[src/rtl/pcd_sequence_decode.sv]
// Modified-Miller (ISO/IEC 14443A PCD->PICC) sequence decoder: X/Y/Z to soc/data/eoc/error events.
// Optional sequence monitor outputs enabled by defining SEQ_DECODE_SEQ_OUT_EN.
//
// state     | meaning
// ----------+-----------------------------------------------------------------
// ST_IDLE   | no frame; first pause edge gives soc
// ST_ACTIVE | in frame; each identified sequence releases the previous bit
// ST_ERR    | illegal sequence seen; keep tracking until Y after Z/Y ends frame
module pcd_sequence_decode #(
   parameter int BIT_LEN = 128
) (
   input  logic       clk,
   input  logic       rst_n,
   input  logic       pause_n_synchronised,
   output logic       soc,
   output logic       eoc,
   output logic       data,
   output logic       data_valid,
   output logic       error
`ifdef SEQ_DECODE_SEQ_OUT_EN
   ,
   output logic       seq_valid,
   output logic [1:0] seq_type
`endif
);

   localparam int CW = $clog2(BIT_LEN);
   localparam int Q  = BIT_LEN / 4;
   localparam logic [CW-1:0] C_Q     = CW'(Q);
   localparam logic [CW-1:0] C_3Q    = CW'(3 * Q);
   localparam logic [CW-1:0] C_3Q_M1 = CW'(3 * Q - 1);
   localparam logic [CW-1:0] C_HALF  = CW'(BIT_LEN / 2);
   localparam logic [CW-1:0] C_LAST  = CW'(BIT_LEN - 1);

   typedef enum logic [1:0] {ST_IDLE, ST_ACTIVE, ST_ERR} state_t;
   typedef enum logic [1:0] {SEQ_Z = 2'd0, SEQ_X = 2'd1, SEQ_Y = 2'd2, SEQ_SOC = 2'd3} seq_t;

   state_t        state, state_nxt;
   seq_t          prev, prev_nxt;
   seq_t          id_seq;
   logic [CW-1:0] cnt, cnt_nxt;
   logic          pause_seen, ps_nxt;
   logic          pin_q;
   logic          err_pend, err_pend_nxt;
   logic          soc_nxt, eoc_nxt, data_nxt, dv_nxt, err_nxt;
   logic          pause_edge;
   logic          id_vld;
   logic          bad_pause;
`ifdef SEQ_DECODE_SEQ_OUT_EN
   logic          sv_nxt;
   logic [1:0]    st_nxt;
`endif

   assign pause_edge = pin_q & ~pause_n_synchronised;

   always_comb begin
      state_nxt    = state;
      prev_nxt     = prev;
      cnt_nxt      = (cnt == C_LAST) ? '0 : cnt + 1'b1;
      ps_nxt       = (cnt == C_LAST) ? 1'b0 : pause_seen;
      err_pend_nxt = 1'b0;
      soc_nxt      = 1'b0;
      eoc_nxt      = 1'b0;
      data_nxt     = 1'b0;
      dv_nxt       = 1'b0;
      err_nxt      = err_pend;
      id_vld       = 1'b0;
      id_seq       = SEQ_Y;
      bad_pause    = 1'b0;
`ifdef SEQ_DECODE_SEQ_OUT_EN
      sv_nxt       = 1'b0;
      st_nxt       = 2'd0;
`endif

      // Sequence classification; every accepted pause resynchronises the bit counter.
      if (state != ST_IDLE) begin
         if (pause_edge) begin
            if (cnt >= C_3Q) begin
               id_vld  = 1'b1;
               id_seq  = SEQ_Z;
               cnt_nxt = '0;
               ps_nxt  = 1'b1;
            end else if (pause_seen) begin
               bad_pause = 1'b1;
            end else if (cnt < C_Q) begin
               id_vld  = 1'b1;
               id_seq  = SEQ_Z;
               cnt_nxt = '0;
               ps_nxt  = 1'b1;
            end else begin
               id_vld  = 1'b1;
               id_seq  = SEQ_X;
               cnt_nxt = C_HALF;
               ps_nxt  = 1'b1;
            end
         end else if (cnt == C_3Q_M1 && !pause_seen) begin
            id_vld = 1'b1;
            id_seq = SEQ_Y;
         end
      end

      case (state)
         ST_IDLE: begin
            cnt_nxt = '0;
            ps_nxt  = 1'b0;
            if (pause_edge) begin
               soc_nxt   = 1'b1;
               state_nxt = ST_ACTIVE;
               prev_nxt  = SEQ_SOC;
               ps_nxt    = 1'b1;
            end
         end
         ST_ACTIVE: begin
            if (bad_pause) begin
               err_nxt   = 1'b1;
               state_nxt = ST_ERR;
            end else if (id_vld) begin
               if (id_seq == SEQ_Y && prev != SEQ_X) begin
                  eoc_nxt   = 1'b1;
                  state_nxt = ST_IDLE;
               end else if (id_seq == SEQ_Z && prev == SEQ_X) begin
                  // The pending X still goes out; the error follows it one cycle later.
                  dv_nxt       = 1'b1;
                  data_nxt     = 1'b1;
                  err_pend_nxt = 1'b1;
                  prev_nxt     = SEQ_Z;
                  state_nxt    = ST_ERR;
               end else begin
                  if (prev != SEQ_SOC) begin
                     dv_nxt   = 1'b1;
                     data_nxt = (prev == SEQ_X);
                  end
                  prev_nxt = id_seq;
               end
            end
         end
         ST_ERR: begin
            if (id_vld) begin
               if (id_seq == SEQ_Y && (prev == SEQ_Z || prev == SEQ_Y)) begin
                  eoc_nxt   = 1'b1;
                  state_nxt = ST_IDLE;
               end else begin
                  prev_nxt = id_seq;
               end
            end
         end
         default: state_nxt = ST_IDLE;
      endcase

`ifdef SEQ_DECODE_SEQ_OUT_EN
      if (state == ST_IDLE) begin
         sv_nxt = pause_edge;
         st_nxt = 2'd0;
      end else begin
         sv_nxt = id_vld;
         st_nxt = id_vld ? id_seq : 2'd0;
      end
`endif
   end

   always_ff @(posedge clk) begin
      if (!rst_n) begin
         state      <= ST_IDLE;
         prev       <= SEQ_SOC;
         cnt        <= '0;
         pause_seen <= 1'b0;
         pin_q      <= 1'b0;
         err_pend   <= 1'b0;
         soc        <= 1'b0;
         eoc        <= 1'b0;
         data       <= 1'b0;
         data_valid <= 1'b0;
         error      <= 1'b0;
`ifdef SEQ_DECODE_SEQ_OUT_EN
         seq_valid  <= 1'b0;
         seq_type   <= 2'd0;
`endif
      end else begin
         state      <= state_nxt;
         prev       <= prev_nxt;
         cnt        <= cnt_nxt;
         pause_seen <= ps_nxt;
         pin_q      <= pause_n_synchronised;
         err_pend   <= err_pend_nxt;
         soc        <= soc_nxt;
         eoc        <= eoc_nxt;
         data       <= data_nxt;
         data_valid <= dv_nxt;
         error      <= err_nxt;
`ifdef SEQ_DECODE_SEQ_OUT_EN
         seq_valid  <= sv_nxt;
         seq_type   <= st_nxt;
`endif
      end
   end

endmodule

[config.mk]
export PLATFORM = sky130hd
export DESIGN_NAME = pcd_sequence_decode
export DESIGN_NICKNAME = d
export VERILOG_FILES = /design/src/rtl/pcd_sequence_decode.sv
export SDC_FILE = /design/constraint.sdc
export NUM_CORES = 1
export LEC_CHECK = 0
export CAP_MARGIN = 20
export CORE_MARGIN = 8
export CORE_UTILIZATION = 60
export CTS_CLUSTER_SIZE = 28
export DETAILED_ROUTE_END_ITERATION = 8
export PLACE_DENSITY = 0.9
export SLEW_MARGIN = 20
export SYNTH_ARGS = -nofsm -noshare
export SYNTH_HDL_FRONTEND = slang
export SYNTH_SLANG_ARGS = --single-unit
[constraint.sdc]
create_clock -name clk -period 3.4 [get_ports clk]
set_input_delay 0.68 -clock clk [delete_from_list [all_inputs] [get_ports clk]]
set_output_delay 0.68 -clock clk [all_outputs]
set_load 0.02 [all_outputs]
==> key figures <==
Place
  – Port bufs: 7
  – GP Congestion: 0.9280
  – Hpwl dp: 1495 um
  – Placed Instances: 137
  – DP Worst Slack: 972.8 ps

Clock tree
  – Worst-path clk slew: 110 ps
  – Post-CTS Hold Buffers: 0
  – Num CTS Buffers: 3
  – Worst-Skew Late Latency: 300 ps
  – Postcts setup bufs: 0
  – Clock Tree Buf Depth: 2
  – Resize count post-CTS: 0
  – CTS sink cnt: 19
  – CTS H-tree depth: 1
  – CTS tree: built
  – CTS Root Cell: clkbuf_4

Critical path
  – Setup crit start kind: register
  – FF-to-FF Start: state[0]
  – Reg-to-reg endpoint: prev[0]
  – R2R cell count: 7
  – CP Data Required Time: 3600 ps
  – CP endpoint kind: register
  – Reg2reg setup slack: 1240 ps
  – Critical path class: reg2reg
  – CP arrival: 2360 ps
  – Crit Path Max Fanout: 7

STA
  – Tcrit/Tclk final: 63.53%
  – Max-slew headroom: 71.64%
  – Hold_ws: 490.0 ps
  – Setup TNS: 0 ps
  – Final setup fails: 0
  – Slew Limit Fails: 0
  – Hold Violations, Final: 0
  – Worst Tran Pin Value: 424.8 ps
  – F_max: 463.0 MHz
  – RSZ-0062 raised after global routing: no
  – Min cycle time layout: 2160 ps
  – Final WS setup: 1240 ps
  – Clock Skew: 6.896 ps

Floorplan
  – Row cnt: 15
  – Chip width: 57.78 um
  – Ports: 8
  – CORE AREA: 0.001689 sq mm
  – Initial Utilization: 62.00%
  – Overall die area: 0.003339 sq mm
  – Die Ht: 57.78 um

Logic synthesis
  – Yosys cell types: 42
  – Top FF cell, synth: dfxtp_1
  – EDFF count, synth: 0
  – Synthesized cell area: 0.001047 sq mm
  – Sequential share of the synthesized area: 36.32%
  – Yosys warns: 0
  – Synthesized net count: 126
  – Synth Instances: 117
  – FF+latch count, synth: 19
  – Syn_area_per_cell: 8.951 sq um
  – Fraction of registers with async set/reset: 0%

Layout
  – Layout Cells excl Fill: 141
  – Layout cells sized above 1: 9.677%
  – Most common cell after layout, fill and taps aside: dfxtp_1
  – Antenna cells: 0
  – Biggest register: cnt
  – Area delta synth->final: 8.960%
  – Most frequent cells in the layout: dfxtp_1, nand2_1, nor2_1, inv_1, clkdlybuf4s50_1
  – Final nets: 134
  – Top Registers: cnt x7, prev x2, state x2
  – Max FFs per register: 7

Power and ir drop
  – Pwr Density: 495.6 mW/mm^2
  – Worst VDD drop: 321.1 uV
  – Leak: 0.4002 nW

Global routing
  – Largest net degree at the start of global routing: 14
  – Grt ovf: 0
  – Initial antenna violation count: 0
  – Number of global-route vias before repair: 788
  – Overall Global Routing Usage: 12.15%
  – Global-route wire length before repair: 3284 um

Detailed routing
  – Remaining antenna violation count: 0
  – DR DRC count: 0
  – Initial drt markers: 26
  – Wire length per cell: 14.57 um
  – Via count: 845
  – Vias/cell: 5.993
  – Routed wire length: 2055 um
  – DR pass1 iterations: 6

Job
  – Max-capacitance violation count: 0

Hold path
  – Min-Delay Endpoint: cnt[0]
  – Cell count of the worst hold path: 1
  – Hold path startpoint: cnt[0]
  – HP Class: reg2reg

Status
  – Status: finished clean
[worst max path at each step]
stage	startpoint	end	slack, ps	cells after the start
floorplan	state[0]	prev[0]	1510	7
global placement	pause_n_synchronised	prev[1]	1060	6
detailed placement	pause_n_synchronised	prev[0]	970	6
CTS	state[0]	prev[0]	1260	7
global route	state[0]	prev[0]	1150	7
finish	state[0]	prev[0]	1240	7
[cells in the mapped netlist (2+ instances only)]
library cell / count / area, sq um
nand2_1: 15 / 56.30
xnor2_1: 3 / 26.28
buf_2: 2 / 10.01
a31oi_2: 2 / 25.02
xor2_1: 3 / 26.28
o21bai_1: 2 / 15.01
nand2b_1: 3 / 18.77
mux2_1: 2 / 22.52
nand3_1: 5 / 25.02
o21ai_0: 5 / 25.02
dfxtp_1: 19 / 380.4
nor2_1: 8 / 30.03
a21oi_1: 2 / 10.01
mux2i_1: 2 / 20.02
ha_1: 6 / 75.07
a31oi_1: 2 / 12.51
and3_1: 2 / 12.51
nor2b_1: 3 / 18.77
a21boi_1: 2 / 15.01
inv_1: 7 / 26.28
[cell type report]
type | instances | area [sq um]
fill | 132 | 548.0
timing repair buffer | 7 | 70.07
sequential | 19 | 380.4
clock buffer | 3 | 22.52
tap | 17 | 21.27
clock inverter | 1 | 5.005
inverter | 7 | 26.28
multi-input combinational | 87 | 615.6
[per-stage QoR]
step / total power [mW] / utilization (%) / cell area [sq um]
global placement: 0.4396 / 65.93 / 1114
finish: 0.5655 / 67.56 / 1141
CTS: 0.5622 / 67.56 / 1141
floorplan: 0.4108 / - / 1047
global route: 0.5927 / 67.56 / 1141
detailed placement: 0.4486 / 65.93 / 1114
[where the power goes]
| part | total [mW] | internal (mW) | switching [mW] |
|---|---|---|---|
| Sequential | 0.256 | 0.239 | 0.0169 |
| Combinational | 0.193 | 0.0831 | 0.110 |
| Clock | 0.116 | 0.0439 | 0.0724 |
| Total | 0.566 | 0.366 | 0.200 |
[kinds of logic after synthesis]
family	count (synthesis)	synth area share, %
AOI/OAI and AO/OA	26	18.88
DFF	19	36.32
adders and majority gates	6	7.168
muxes	4	4.062
and+or+nand+nor	45	23.66
buffers and inverters	11	4.899
xor gates and xnor gates	6	5.019
[per-layer routing]
layer,routed length (um),track usage [%],vias to the layer above
li1,-,-,427
met1,952,14.87,389
met2,969,19.94,24
met3,108,3.311,5
met4,24,4.196,0
met5,0,0,-
[worst max-delay path, stage by stage (launching register included)]
cell and delay (ps):
dfxtp_1 390, inv_1 90, ha_1 320, nor4b_4 390, nand2_2 160, a21oi_1 260
o21ai_2 100, mux2_1 330
Power figures use the tool's default switching activity.
